--- config.mk ---
export PLATFORM = sky130hd
export DESIGN_NAME = match_ctrl
export DESIGN_NICKNAME = d
export VERILOG_FILES = /design/src/rtl/match_ctrl.sv
export SDC_FILE = /design/constraint.sdc
export NUM_CORES = 1
export LEC_CHECK = 0
export ABC_AREA = 1
export BUFFER_PORTS_ARGS = -buffer_cell sky130_fd_sc_hd__buf_2
export CORE_MARGIN = 5
export CORE_UTILIZATION = 36
export DETAILED_ROUTE_END_ITERATION = 6
export MAX_ROUTING_LAYER = met4
export PLACE_DENSITY = 0.54
export SYNTH_ARGS = -nofsm -noshare
export SYNTH_HDL_FRONTEND = slang
export SYNTH_SLANG_ARGS = --single-unit
export TNS_END_PERCENT = 50
--- constraint.sdc ---
create_clock -name clk -period 1.55 [get_ports clk]
set_clock_uncertainty 0.05 [all_clocks]
set_input_delay 0.155 -clock clk [delete_from_list [all_inputs] [get_ports clk]]
set_output_delay 0.155 -clock clk [all_outputs]
set_load 0.02 [all_outputs]
--- src/rtl/match_ctrl.sv ---
// Match-level sequencer for the pong datapath: sequences start, countdown,
// serve, scoring and win detection, and holds the animation block in reset.
module match_ctrl #(
    parameter int unsigned TICK_CYCLES = 100000000,
    parameter int unsigned SERVE_DELAY = 3,
    parameter int unsigned WIN_SCORE   = 7
) (
    input  logic       clk,
    input  logic       reset,
    input  logic       start_btn,
    input  logic       score1,
    input  logic       score2,
    output logic       anim_reset,
    output logic       serve,
    output logic [3:0] p1_score,
    output logic [3:0] p2_score,
    output logic [3:0] countdown,
    output logic       game_over,
    output logic       winner,
    output logic [2:0] state_o
);

    typedef enum logic [2:0] {
        IDLE      = 3'd0,
        COUNTDOWN = 3'd1,
        PLAY      = 3'd2,
        GAME_OVER = 3'd3
    } state_t;

    localparam logic [31:0] TICK_LAST  = 32'(TICK_CYCLES - 1);
    localparam logic [3:0]  DELAY_INIT = 4'(SERVE_DELAY);
    localparam logic [3:0]  WIN_VAL    = 4'(WIN_SCORE);

    state_t      state_reg, state_next;
    logic        sync1_reg, sync2_reg, sync3_reg, start_evt_reg;
    logic        score1_prev_reg, score2_prev_reg;
    logic [31:0] tick_reg, tick_next;
    logic [3:0]  p1_reg, p1_next, p2_reg, p2_next;
    logic [3:0]  countdown_reg, countdown_next;
    logic        serve_reg, serve_next;
    logic        game_over_reg, game_over_next;
    logic        winner_reg, winner_next;
    logic        anim_reset_reg, anim_reset_next;
    logic        s1_evt, s2_evt;

    // Score inputs are already synchronous; only edge detection is needed.
    assign s1_evt = score1 & ~score1_prev_reg;
    assign s2_evt = score2 & ~score2_prev_reg;

    always_comb begin
        state_next     = state_reg;
        tick_next      = tick_reg;
        p1_next        = p1_reg;
        p2_next        = p2_reg;
        countdown_next = countdown_reg;
        serve_next     = 1'b0;
        game_over_next = game_over_reg;
        winner_next    = winner_reg;
        case (state_reg)
            IDLE, GAME_OVER: begin
                if (start_evt_reg) begin
                    p1_next        = 4'd0;
                    p2_next        = 4'd0;
                    game_over_next = 1'b0;
                    winner_next    = 1'b0;
                    countdown_next = DELAY_INIT;
                    tick_next      = 32'd0;
                    state_next     = COUNTDOWN;
                end
            end
            COUNTDOWN: begin
                if (tick_reg == TICK_LAST) begin
                    tick_next = 32'd0;
                    if (countdown_reg == 4'd1) begin
                        countdown_next = 4'd0;
                        serve_next     = 1'b1;
                        state_next     = PLAY;
                    end else begin
                        countdown_next = countdown_reg - 4'd1;
                    end
                end else begin
                    tick_next = tick_reg + 32'd1;
                end
            end
            PLAY: begin
                // Player 1 wins a same-cycle tie; the score2 edge is dropped.
                if (s1_evt || s2_evt) begin
                    if (s1_evt) begin
                        p1_next     = p1_reg + 4'd1;
                        winner_next = 1'b0;
                    end else begin
                        p2_next     = p2_reg + 4'd1;
                        winner_next = 1'b1;
                    end
                    if ((s1_evt && (p1_reg + 4'd1) == WIN_VAL) ||
                        (!s1_evt && (p2_reg + 4'd1) == WIN_VAL)) begin
                        game_over_next = 1'b1;
                        state_next     = GAME_OVER;
                    end else begin
                        winner_next    = winner_reg;
                        countdown_next = DELAY_INIT;
                        tick_next      = 32'd0;
                        state_next     = COUNTDOWN;
                    end
                end
            end
            default: state_next = IDLE;
        endcase
        anim_reset_next = (state_next == IDLE) || (state_next == GAME_OVER);
    end

    always_ff @(posedge clk or negedge reset) begin
        if (!reset) begin
            state_reg       <= IDLE;
            sync1_reg       <= 1'b0;
            sync2_reg       <= 1'b0;
            sync3_reg       <= 1'b0;
            start_evt_reg   <= 1'b0;
            score1_prev_reg <= 1'b0;
            score2_prev_reg <= 1'b0;
            tick_reg        <= 32'd0;
            p1_reg          <= 4'd0;
            p2_reg          <= 4'd0;
            countdown_reg   <= 4'd0;
            serve_reg       <= 1'b0;
            game_over_reg   <= 1'b0;
            winner_reg      <= 1'b0;
            anim_reset_reg  <= 1'b1;
        end else begin
            state_reg       <= state_next;
            sync1_reg       <= start_btn;
            sync2_reg       <= sync1_reg;
            sync3_reg       <= sync2_reg;
            start_evt_reg   <= sync2_reg & ~sync3_reg;
            score1_prev_reg <= score1;
            score2_prev_reg <= score2;
            tick_reg        <= tick_next;
            p1_reg          <= p1_next;
            p2_reg          <= p2_next;
            countdown_reg   <= countdown_next;
            serve_reg       <= serve_next;
            game_over_reg   <= game_over_next;
            winner_reg      <= winner_next;
            anim_reset_reg  <= anim_reset_next;
        end
    end

    assign anim_reset = anim_reset_reg;
    assign serve      = serve_reg;
    assign p1_score   = p1_reg;
    assign p2_score   = p2_reg;
    assign countdown  = countdown_reg;
    assign game_over  = game_over_reg;
    assign winner     = winner_reg;
    assign state_o    = state_reg;

endmodule

==> impl_metrics.json <==
{
  "routedWlPerCell_um": 13.6,
  "p_leak_nw": 2.69,
  "drv_cap": 0,
  "grt.met2_usage_pct": 29.5,
  "grt_pass1_vias": 3590,
  "cp_max_fo": 5,
  "r2r_cells": 11,
  "worstSetupPathType": "reg2reg",
  "diodes": 0,
  "grtUsageTotal_pct": 19.0,
  "seq_area_frac_synth_pct": 40.4,
  "ir_drop_mv": 0.579,
  "drive_gt1_share_pct": 35.7,
  "stdcell_count": 782,
  "grt.busiest_layer": "met2",
  "power.total_mw": 5.04,
  "htreeDepth": 3,
  "placeableCoreArea_sq_um": 9680,
  "grt_antenna_before_repair": 0,
  "ant_nets": 0,
  "ys_ff_latch": 57,
  "fill_cells": 929,
  "syn_nets": 542,
  "status": "complete, but fails checks",
  "cts_sinks": 57,
  "yosys_warnings": 0,
  "gr-total-overflow": 0,
  "io_buffer_count": 23,
  "maxSlewViolCount": 0,
  "worstPathArrival_ps": 1850,
  "largest_register_ffs": 32,
  "clock.fmax_mhz": 601,
  "violations": "negative setup slack",
  "grt_pass1_wl_mm": 17.1,
  "cts_inserted_buffers": 9,
  "die-width_um": 109,
  "worst_ep_required_time_ps": 1730,
  "holdCritPathClass": "in2async",
  "syn_inst": 530,
  "start_util_pct": 36.4,
  "clockBufferDepth": 2,
  "p_per_area_nw_per_um2": 958,
  "endpoint_kind": "flip-flop",
  "syn2layout_area_growth_pct": 49.0,
  "nNetsFinal": 656,
  "layout_setup_ws_ps": -115,
  "cp-start-kind": "flip-flop",
  "first_iter_violations": 212,
  "num_io_pins": 24,
  "firstDrtPassIters": 4,
  "die_area_sq_um": 11900,
  "post-route-period-util_pct": 107,
  "avgSynthCellArea_sq_um": 6.66,
  "rows": 36,
  "final.min_clock_period_ps": 1670,
  "use_met3_pct": 4.09,
  "setup_viol": 37,
  "die_h_um": 109,
  "netlist_area_sq_um": 3530,
  "grt_max_degree": 58,
  "cts_tree": "yes",
  "drcViolationCount": 0,
  "rsz0062_at_grt": "true",
  "vias": 3714,
  "place_congestion": 0.880,
  "drt_wl_total_mm": 10.6,
  "ys_types": 25,
  "hold_viol_final": 0,
  "clock_latency_ps": 350,
  "clkTransAtPathRegs_ps": 80,
  "place_inst": 750,
  "cts_root_buf": "clkbuf_8",
  "dpl.hpwl_mm": 7.39,
  "drt-vias-per-instance": 4.75,
  "met1_usage_pct": 24.9
}
## per-layer routing
layer | wire length [um] | vias to the layer above
li1 | - | 1895
met1 | 4860 | 1747
met2 | 5110 | 63
met3 | 550 | 9
met4 | 95 | 0
met5 | 0 | -
## cell usage in the layout (no fill, tap or decap), types with 2 or more instances in the layout
master	instances
ha_4	2
nand3_1	43
dlygate4sd3_1	4
nor3_4	2
clkinvlp_4	2
nor2_4	8
buf_12	5
o21ai_0	3
clkbuf_16	3
buf_2	24
nand2_2	31
clkbuf_8	9
bufinv_16	3
dfrtp_2	7
xnor2_1	2
buf_6	6
dfrtp_1	49
inv_2	5
nand3_2	7
buf_4	69
o21ai_2	9
nand2_8	2
o21ai_1	3
nand2_1	168
inv_1	58
nor3_1	8
xor2_1	6
ha_1	4
nor3_2	5
nand2_4	17
nand4_1	18
nor2_2	5
or2_2	4
nor2_1	48
## critical path: stages (launching register included)
cell	delay, ps
dfrtp_1	390
inv_2	110
nand2_2	80
nand2_2	90
nor2_4	40
nand2_2	80
nand2_4	70
nor2_4	220
nand2_8	120
clkbuf_16	190
nand2_4	50
o21ai_2	50
## cell usage after synthesis (all sizes together)
cell type | number | area [sq um]
xnor2 | 2 | 17.5
or2 | 4 | 25.0
nand2 | 218 | 838
xor2 | 7 | 61.3
a21oi | 2 | 10.0
nand3 | 51 | 255
buf | 4 | 27.5
inv | 63 | 236
nand4 | 18 | 113
clkbuf | 4 | 15.0
conb | 1 | 3.75
dfstp | 1 | 26.3
nor3b | 1 | 7.51
o21ai | 15 | 75.1
nor3 | 15 | 80.1
ha | 7 | 87.6
dfrtp | 56 | 1400
nor2 | 61 | 249
## repair_timing
action | 4_1_cts | 5_1_grt
hold endpoints to repair | 59 | 0
setup endpoints to repair | 48 | 49
gates cloned | 0 | 4
resized for setup | 12 | 108
setup buffers | 4 | 4
pin swaps | 8 | 22
hold buffers | 4 | 0
## cell families after synthesis
logic type	after synthesis	synth area share, %
compound gates	17	2.41
xor+xnor	9	2.23
fa+ha+maj	7	2.48
buf+inv	71	7.90
flops	57	40.4
other cells	1	0.106
simple gates	368	44.4
## final cells by class
class | count | area (sq um) | share of cell area [%]
Multi-Input combinational cell | 402 | 2260 | 42.9
Clock inverter | 7 | 119 | 2.26
Inverter | 63 | 236 | 4.50
Tap cell | 133 | 166 | 3.16
Clock buffer | 9 | 124 | 2.36
Sequential cell | 57 | 1440 | 27.3
Timing Repair Buffer | 111 | 921 | 17.5
## where the power goes
part / total (mW) / switching [mW] / internal [mW]
logic: 1.52 / 0.870 / 0.653
clock network: 1.75 / 0.687 / 1.07
registers: 1.76 / 0.142 / 1.62
## per-stage QoR
| stage | setup WS [ps] | area (sq um) | hold WS [ps] | TNS [ps] | utilization, % |
|---|---|---|---|---|---|
| 2_1_floorplan | -91.4 | 3590 | -191 | -3230 | - |
| 3_3_place_gp | -99.4 | 4400 | 139 | -3090 | 45.5 |
| 3_5_place_dp | -172 | 4400 | 141 | -4000 | 45.5 |
| 4_1_cts | -107 | 4780 | 287 | -2380 | 49.3 |
| 5_1_grt | -202 | 5260 | 307 | -7200 | 54.3 |
| 6_report | -115 | 5260 | 269 | -3460 | 54.3 |
## final timing paths
check,from,to,slack [ps]
max in group asynchronous,reset,tick_reg[15],860
worst max register to register,state_o[1],tick_reg[11],-120
worst min-delay path,reset,p2_score[2],270
min in group clk,sync1_reg,sync2_reg,300
worst min register to register,sync1_reg,sync2_reg,300
worst max-delay path,state_o[1],tick_reg[11],-120
Power figures use the tool's default switching activity.
